**src/rtl/bsg_age_stamp_buffer_if.sv**
```systemverilog
// Request/grant bundle between the per-input producers, the age arbiter and the stamp buffer.
// The buffer side uses the slave modport.
interface bsg_age_stamp_buffer_if #(
  parameter int inputs_p   = 4,
  parameter int width_p    = 32,
  parameter int ts_width_p = 8
);
  logic [inputs_p-1:0]                 v_i;
  logic [inputs_p-1:0][width_p-1:0]    data_i;
  logic [inputs_p-1:0]                 ready_o;
  logic [inputs_p-1:0]                 reqs_o;
  logic [inputs_p-1:0][ts_width_p-1:0] ts_o;
  logic [inputs_p-1:0]                 grants_i;
  logic                                v_o;
  logic [width_p-1:0]                  data_o;

  modport slave (
    input  v_i, data_i, grants_i,
    output ready_o, reqs_o, ts_o, v_o, data_o
  );

  modport master (
    output v_i, data_i, grants_i,
    input  ready_o, reqs_o, ts_o, v_o, data_o
  );
endinterface

```
**src/rtl/bsg_age_stamp_buffer.sv**
```systemverilog
// Per-input FIFOs that stamp each accepted request with an arrival counter so the
// downstream age arbiter can grant the oldest head; the grant pops and forwards it.
module bsg_age_stamp_buffer #(
  parameter int inputs_p   = 4,
  parameter int width_p    = 32,
  parameter int els_p      = 2,
  parameter int ts_width_p = 8
) (
  input  logic                    clk_i,
  input  logic                    reset_i,
  bsg_age_stamp_buffer_if.slave   io
);

  localparam int ptr_w = $clog2(els_p);

  logic [width_p-1:0]    data_mem [inputs_p][els_p];
  logic [ts_width_p-1:0] ts_mem   [inputs_p][els_p];
  logic [ptr_w:0]        wptr     [inputs_p];
  logic [ptr_w:0]        rptr     [inputs_p];
  logic [ptr_w:0]        cnt      [inputs_p];
  logic [inputs_p-1:0]   empty, full, last, enq, deq;
  logic [ts_width_p-1:0] ctr;
  logic                  all_empty_next;

  function automatic logic [ts_width_p-1:0] sat_inc(input logic [ts_width_p-1:0] v);
    return (&v) ? v : v + ts_width_p'(1);
  endfunction

  // Occupancy from wrap pointers carrying one extra lap bit.
  always_comb begin
    for (int i = 0; i < inputs_p; i++) begin
      cnt[i]   = wptr[i] - rptr[i];
      empty[i] = (wptr[i] == rptr[i]);
      full[i]  = (wptr[i][ptr_w] != rptr[i][ptr_w]) &&
                 (wptr[i][ptr_w-1:0] == rptr[i][ptr_w-1:0]);
      last[i]  = (cnt[i] == (ptr_w+1)'(1));
    end
  end

  always_comb begin
    io.data_o = '0;
    for (int i = 0; i < inputs_p; i++) begin
      io.ready_o[i] = ~full[i] & ~reset_i;
      io.reqs_o[i]  = ~empty[i] & ~reset_i;
      io.ts_o[i]    = io.reqs_o[i] ? ts_mem[i][rptr[i][ptr_w-1:0]] : '0;
      if (io.grants_i[i])
        io.data_o = io.data_o | data_mem[i][rptr[i][ptr_w-1:0]];
    end
    io.v_o = |io.grants_i;
  end

  assign enq = io.v_i & io.ready_o;
  assign deq = io.grants_i & io.reqs_o;
  assign all_empty_next = &(empty | (deq & last));

  // Control state: pointers and the shared stamp counter.
  always_ff @(posedge clk_i) begin
    if (reset_i) begin
      for (int i = 0; i < inputs_p; i++) begin
        wptr[i] <= '0;
        rptr[i] <= '0;
      end
      ctr <= '0;
    end else begin
      for (int i = 0; i < inputs_p; i++) begin
        if (enq[i]) wptr[i] <= wptr[i] + (ptr_w+1)'(1);
        if (deq[i]) rptr[i] <= rptr[i] + (ptr_w+1)'(1);
      end
      if (|enq)
        ctr <= sat_inc(ctr);
      else if (all_empty_next)
        ctr <= '0;
    end
  end

  // Storage: every input accepted this cycle shares the current stamp.
  always_ff @(posedge clk_i) begin
    for (int i = 0; i < inputs_p; i++) begin
      if (enq[i]) begin
        data_mem[i][wptr[i][ptr_w-1:0]] <= io.data_i[i];
        ts_mem[i][wptr[i][ptr_w-1:0]]   <= ctr;
      end
    end
  end

`ifndef SYNTHESIS
  always_ff @(posedge clk_i) begin
    assert ($onehot0(io.grants_i))
      else $error("bsg_age_stamp_buffer: grants_i not one-hot: %b", io.grants_i);
    assert ((io.grants_i & ~io.reqs_o) == '0)
      else $error("bsg_age_stamp_buffer: grant to empty input: %b", io.grants_i);
    assert (!(reset_i && (|io.v_i)))
      else $error("bsg_age_stamp_buffer: v_i asserted during reset: %b", io.v_i);
  end
`endif

endmodule

```
**src/flat_wrapper.sv**
```systemverilog
// flat-port wrapper written by rule: the top's interface ports become plain ports
module bsg_age_stamp_buffer_flat 
#(
  parameter int inputs_p   = 4,
  parameter int width_p    = 32,
  parameter int els_p      = 2,
  parameter int ts_width_p = 8
)
  (clk_i, reset_i, io_v_i, io_data_i, io_grants_i, io_ready_o, io_reqs_o, io_ts_o, io_v_o, io_data_o);
  bsg_age_stamp_buffer_if #(.inputs_p(inputs_p), .width_p(width_p), .ts_width_p(ts_width_p)) io_i ();
  input  logic clk_i;
  input  logic reset_i;
  input wire logic [$bits(io_i.v_i)-1:0] io_v_i;
  input wire logic [$bits(io_i.data_i)-1:0] io_data_i;
  input wire logic [$bits(io_i.grants_i)-1:0] io_grants_i;
  output wire logic [$bits(io_i.ready_o)-1:0] io_ready_o;
  output wire logic [$bits(io_i.reqs_o)-1:0] io_reqs_o;
  output wire logic [$bits(io_i.ts_o)-1:0] io_ts_o;
  output wire logic [$bits(io_i.v_o)-1:0] io_v_o;
  output wire logic [$bits(io_i.data_o)-1:0] io_data_o;
  assign io_i.v_i = io_v_i;
  assign io_i.data_i = io_data_i;
  assign io_i.grants_i = io_grants_i;
  assign io_ready_o = io_i.ready_o;
  assign io_reqs_o = io_i.reqs_o;
  assign io_ts_o = io_i.ts_o;
  assign io_v_o = io_i.v_o;
  assign io_data_o = io_i.data_o;
  bsg_age_stamp_buffer #(.inputs_p(inputs_p), .width_p(width_p), .els_p(els_p), .ts_width_p(ts_width_p)) u_core (.clk_i(clk_i), .reset_i(reset_i), .io(io_i));
endmodule
```
**config.mk**
```make
export PLATFORM = sky130hd
export DESIGN_NAME = bsg_age_stamp_buffer_flat
export DESIGN_NICKNAME = d
export VERILOG_FILES = /design/src/rtl/bsg_age_stamp_buffer_if.sv /design/src/rtl/bsg_age_stamp_buffer.sv /design/src/flat_wrapper.sv
export SDC_FILE = /design/constraint.sdc
export NUM_CORES = 1
export LEC_CHECK = 0
export CAP_MARGIN = 40
export CORE_MARGIN = 1.5
export CORE_UTILIZATION = 55
export CTS_BUF_LIST = sky130_fd_sc_hd__clkbuf_2 sky130_fd_sc_hd__clkbuf_4 sky130_fd_sc_hd__clkbuf_8
export DETAILED_ROUTE_END_ITERATION = 8
export PLACE_DENSITY_LB_ADDON = 0.08
export SYNTH_ARGS = -nofsm -noshare
export SYNTH_HDL_FRONTEND = slang
export SYNTH_SLANG_ARGS = --single-unit
export TNS_END_PERCENT = 20
```
**constraint.sdc**
```tcl
create_clock -name clk_i -period 8.04 [get_ports clk_i]
set_clock_uncertainty 0.2 [all_clocks]
set_input_delay 2.01 -clock clk_i [delete_from_list [all_inputs] [get_ports clk_i]]
set_output_delay 2.01 -clock clk_i [all_outputs]
set_load 0.1 [all_outputs]
```
==> results.md <==
- CTS Hold Buffers Added: 0
- Nets: 1244
- Initial antenna violation count: 3
- Setup Fix Bufs, Post-CTS: 0
- Delay-heaviest family, CP: buffers and inverters
- Total of max-cap violations: 0
- Routed wire length per instance: 22.07 um
- Max-slew violation count: 0
- Critical Path RT: 5.83 ns
- WS Path Type: in2out
- Hold Vio Cnt, Final: 0
- Most frequent cells in the layout: edfxtp_1 (336), clkdlybuf4s50_1 (170), mux2_2 (79), a22oi_1 (64), nand2_1 (54)
- Top cells by area, synth: edfxtp_1 (73%), mux2_2 (6.4%), mux2_1 (4.0%), a22oi_1 (3.5%), mux2i_1 (2.3%)
- First-iteration detailed-routing DRC count: 585
- HPWL Detailed: 20390 um
- Crit share post-route: 79.08%
- Worst Setup End Kind: primary output
- Minimum clock period: 6.358 ns
- Gr ovfl total: 0
- R2R Setup Slk: 4.39 ns
- Slowest cell on the critical path: clkdlybuf4s50_1
- CTS Buffer Depth: 3
- Syn-to-layout area delta: 28.42%
- Total wire length: 32400 um
- First-pass GRT wire length: 48860 um
- #FFs+latches synth: 344
- Drt first pass iters: 5
- CP Data Arrival Time: 4.15 ns
- Setup TNS: 0 ns
- Status: finished, final reports clean
- Starting Density: 56.42%
- H-tree levels: 2
- Mapped Avg Cell Area: 16.76 sq um
- DIE AREA: 0.02613 sq mm
- CTS sink cnt: 344
- Worst-Margin Slew: 0.8857 ns
- Placed cell count: 1371
- Pin count of the biggest net entering global routing: 44
- Fraction of registers with async set/reset: 0%
- Placer Congestion: 0.7945
- Gate Count Post-Synth: 826
- Cell taking the most area after synthesis: edfxtp_1
- Register area share after synthesis: 74.06%
- Chip width: 161.6 um
- Crit path buffers/inverters: 3
- Layout cells sized above 1: 23.62%
- CTS tree: built
- EDFF count, synth: 336
- Clock root buffer: clkbuf_8
- Yosys warning count: 0
- Remaining DRCs: 0
- Vias in the first global route: 8658
- Post-Syn Area: 0.01384 sq mm
- CTS resizes: 0
- Post-detailed-route count of antenna-violating nets: 0
- Crit Path Max Fanout: 25
- Fmax achieved: 157.3 MHz
- Hold Path Class: reg2reg
- Via count: 8236
- Total track usage: 25.18%
- Port-buffer cells: 210
- Post-synth top area share: 72.90%
- Final Core Density: 72.45%
- Origin of the worst min-delay path: u_core.ctr[6]
- Critical path, cell by cell: clkdlybuf4s50_1 -> inv_2 -> o21ai_1 -> nor2_1 -> buf_4
- Delay of the slowest critical-path stage: 0.65 ns
- # IOs: 211
- Worst r2r src: u_core.rptr[2][0]
- Cell area after layout: 0.01777 sq mm
- Min-Delay Path Depth: 0
- Clock latency at the later pin of the worst-skew pair: 0.57 ns
- DP Area: 0.01681 sq mm
- Placement Setup Slack: 1.704 ns
- RSZ-0062 raised after global routing: false
- Worst Hold End: u_core.ts_mem[3][14]
- Commonest non-fill, non-tap cell in the layout: edfxtp_1
- Via density: 5.610
- PwrDens: 247.5 mW/mm^2
- Post-route insts no fill: 1468
- CP startpoint kind: primary input
- Die Height: 161.6 um
- Setup Viol. Count Final: 0
- Synth cell types: 43
- Row count: 57
- Syn Nets: 969
- VDD IR max: 0.1764 mV
- Worst Setup Slack, final: 1.682 ns
- Clock slew seen by the registers of the worst setup and hold paths: 0.06 ns
- Worst Reg-to-Reg Cells: 6
- Core box area: 0.02453 sq mm
- Max-slew headroom: 40.95%
- Leakage power: 6.258 nW
- Worst reg2reg endpoint: u_core.data_mem[2][9]
- TritonCTS buffer count: 52
- Post-synth top flop: edfxtp_1
[report_power, final]
group | total, mW | leakage (nW) | switching [mW] | internal, mW
sequential | 2.16 | 3.17 | 0.0667 | 2.09
clock | 1.32 | 0.508 | 0.641 | 0.675
combinational | 0.927 | 2.58 | 0.602 | 0.324
[cells by family after synthesis]
family / Yosys count / share of synthesized area, %
mux: 160 / 12.73
buf+inv: 54 / 1.700
fa+ha+maj: 5 / 0.4520
flops: 344 / 74.06
xor+xnor: 20 / 1.266
simple gates: 140 / 4.375
compound gates: 103 / 5.424
[sequential cells by signal, indices dropped and copies added (netlist names)]
name             count
u_core.ts_mem       64
u_core.rptr          8
u_core.ctr           8
u_core.data_mem    256
u_core.wptr          8
[cells in the mapped netlist (all sizes together), types with 5 or more instances]
library cell / count
mux2i: 32
ha: 5
mux2: 128
inv: 13
dfxtp: 8
edfxtp: 336
o21ai: 15
clkbuf: 20
a22oi: 64
nor2: 59
o211ai: 5
a21oi: 8
xnor2: 16
nor2b: 8
buf: 21
nand2: 54
nand3: 7
[stage by stage]
stage / total power, mW / hold WS (ns)
finish: 4.399 / 0.4888
global placement: 3.031 / 0.4478
floorplan: 2.771 / 0.3438
global route: 4.549 / 0.4943
CTS: 4.431 / 0.4809
detailed placement: 3.121 / 0.4664
[layer usage]
metal  GRT usage, %  part of all wire [%]
met5              0                 0.071
met4          6.672                   1.7
met3          4.905                   7.9
met2          41.90                    49
met1          34.28                    41
[how the worst max path moves through the flow]
stage | endpoint | depth (start not counted) | start | slack [ns]
after global routing | io_ts_o[29] | 5 | reset_i | 1.52
after detailed placement | io_ts_o[26] | 5 | reset_i | 1.70
after global placement | io_data_o[12] | 4 | io_grants_i[0] | 1.57
after CTS | io_ts_o[25] | 5 | reset_i | 1.70
final | io_ts_o[26] | 5 | reset_i | 1.68
after floorplan | io_ts_o[10] | 4 | reset_i | 1.98
[cell type report]
type | instances | area, sq um
clock inverters | 30 | 132.6
repair buffers | 262 | 2693
multi-input cells | 428 | 3416
inverters | 13 | 48.80
fillers | 1600 | 6759
well taps | 324 | 405.4
diodes | 1 | 2.502
flip-flops and latches | 344 | 10250
clock buffers | 66 | 827.0
Note: power is estimated with default switching activity, not from simulation.
==> edit (same flow settings) <==
`inputs_p` is set to 4 in 3 places; all go to 8.
--- a/src/rtl/bsg_age_stamp_buffer_if.sv
+++ b/src/rtl/bsg_age_stamp_buffer_if.sv
@@ -1,7 +1,7 @@
 // Request/grant bundle between the per-input producers, the age arbiter and the stamp buffer.
 // The buffer side uses the slave modport.
 interface bsg_age_stamp_buffer_if #(
-  parameter int inputs_p   = 4,
+  parameter int inputs_p   = 8,
   parameter int width_p    = 32,
   parameter int ts_width_p = 8
 );
--- a/src/rtl/bsg_age_stamp_buffer.sv
+++ b/src/rtl/bsg_age_stamp_buffer.sv
@@ -1,7 +1,7 @@
 // Per-input FIFOs that stamp each accepted request with an arrival counter so the
 // downstream age arbiter can grant the oldest head; the grant pops and forwards it.
 module bsg_age_stamp_buffer #(
-  parameter int inputs_p   = 4,
+  parameter int inputs_p   = 8,
   parameter int width_p    = 32,
   parameter int els_p      = 2,
   parameter int ts_width_p = 8
--- a/src/flat_wrapper.sv
+++ b/src/flat_wrapper.sv
@@ -1,7 +1,7 @@
 // flat-port wrapper written by rule: the top's interface ports become plain ports
 module bsg_age_stamp_buffer_flat 
 #(
-  parameter int inputs_p   = 4,
+  parameter int inputs_p   = 8,
   parameter int width_p    = 32,
   parameter int els_p      = 2,
   parameter int ts_width_p = 8
Interface: changed (6 resized); port bits go from 211 to 387. No check against the original RTL was run, so the function may have changed too.
==> edit against the unedited design <==
  * Sequential cell count is 336 higher
  * Area after synthesis is 95% higher
  * Fmax is 1.8% lower
  * First-iteration DRC count is 140% higher
  * Routed wire length is 130% higher
  * Sequential power is 95% higher
  * Sequential share of layout area is 1.3 points higher
  * Design area is 94% higher
  * Worst setup slack worse by 0.11 ns
  * Total power is 94% higher
  * Critical path type unchanged
  * Critical endpoint is now io_ts_o[25]
  * Largest cell class unchanged
==> edit: results (changes against the unedited design) <==
LEAKAGE -> 12.0 nW (was 6.26 nW)
Layout Nets -> 2,328 (was 1,244)
Peak VDD IR -> 0.000142 V (was 0.000176 V)
Multi-In Gates -> 759 (was 428)
Tot GR Track Use -> 29.3% (was 25.2%)
Buffering overhead -> 13.9% (was 15.1%)
End point of the critical path -> io_ts_o[25] (was io_ts_o[26])
R2R Path End -> u_core.data_mem[1][163] (was u_core.data_mem[2][9])
Bufs w/o clock -> 473 (was 262)
Synth area leaders -> edfxtp_1, mux2_2, a22oi_1 (was edfxtp_1, mux2_2, mux2_1)
Combinational fraction of design power -> 18.4% (was 21.1%)
Distinct cells, synth -> 47 (was 43)
First-pass GRT wire length -> 105,000 um (was 48,900 um)
Xor and xnor area share after synthesis -> 1.38% (was 1.27%)
Number of diodes -> 9 (was 1)
Multiplexer area fraction after synthesis -> 13.0% (was 12.7%)
Async SR Flop Fraction -> 0% (unchanged)
Sw Share -> 28.1% (was 29.8%)
Clock buffers -> 150 (was 66)
ClkCell Share -> 5.83% (was 5.40%)
Compound-Gate Fraction of Synth Area -> 4.57% (was 5.42%)
Vias in the first global route -> 16,500 (was 8,658)
CTS buffer count -> 106 (was 52)
Hold Crit Class -> reg -> reg (unchanged)
Clock sink total -> 680 (was 344)
Non-clk invs -> 25 (was 13)
EDFF count, synth -> 672 (was 336)
Post-DP HPWL -> 49,000 um (was 20,400 um)
Worst-margin pin slew -> 0.979 ns (was 0.886 ns)
Max reg flops -> 512 (was 256)
Reg2Reg Launch Point -> u_core.rptr[6][0] (was u_core.rptr[2][0])
Critical Path Source -> reset_i (unchanged)
Layout cells sized above 1 -> 29.2% (was 23.6%)
CP arrival -> 4.26 ns (was 4.15 ns)
Worst-Skew Late Latency -> 0.69 ns (was 0.57 ns)
GPL Wtd Cong -> 0.806 (was 0.795)
R2R Setup Slk -> 4.08 ns (was 4.39 ns)
Mapped Nets -> 1,824 (was 969)
Status -> finished clean (unchanged)
Post-Synth Adder-Cell Area -> 0.417% (was 0.452%)
WL/cell -> 26.4 um (was 22.1 um)
Post-synth top cells -> edfxtp_1, mux2_2, a22oi_1 (unchanged)
Initial antenna violation count -> 25 (was 3)
Buffers on Ports -> 386 (was 210)
Multi-input gate area -> 6390 um2 (was 3420 um2)
Min-delay src -> u_core.wptr[7][0] (was u_core.ctr[6])
Hold Crit Endpoint -> u_core.wptr[7][0] (was u_core.ts_mem[3][14])
1st-iter DRT viols -> 1,379 (was 585)
H-Tree Depth -> 3 (was 2)
Seq/total area -> 59.0% (was 57.7%)
Seq. pwr -> 4.21 mW (was 2.16 mW)
edit: metrics by stage:
stage / setup slack [ns] / area [um2] / total power, mW / hold WS (ns) / std cells
after floorplan: 1.54 / 27000 / 5.23 / 0.388 / 1541
after global placement: 1.18 / 31600 / 5.73 / 0.456 / 2551
after detailed placement: 1.64 / 32500 / 5.85 / 0.458 / 2601
after CTS: 1.63 / 34500 / 8.59 / 0.464 / 2791
after global routing: 1.47 / 34500 / 8.81 / 0.484 / 2797
final: 1.57 / 34500 / 8.55 / 0.484 / 2800
edit: routing by layer:
| metal | wire [um] | track usage, % | vias to the layer above |
|---|---|---|---|
| met2 | 36200 | 48.2 | 714 |
| met5 | 203 | 0 | - |
| met3 | 6140 | 7.55 | 160 |
| li1 | - | - | 7083 |
| met1 | 29200 | 37.7 | 8031 |
| met4 | 2080 | 10.8 | 30 |
edit: worst max-delay path, stage by stage:
cell and delay (ns):
clkdlybuf4s50_1 0.66, clkinv_4 0.40, nand2_1 0.36, nor2_1 0.42, buf_4 0.37
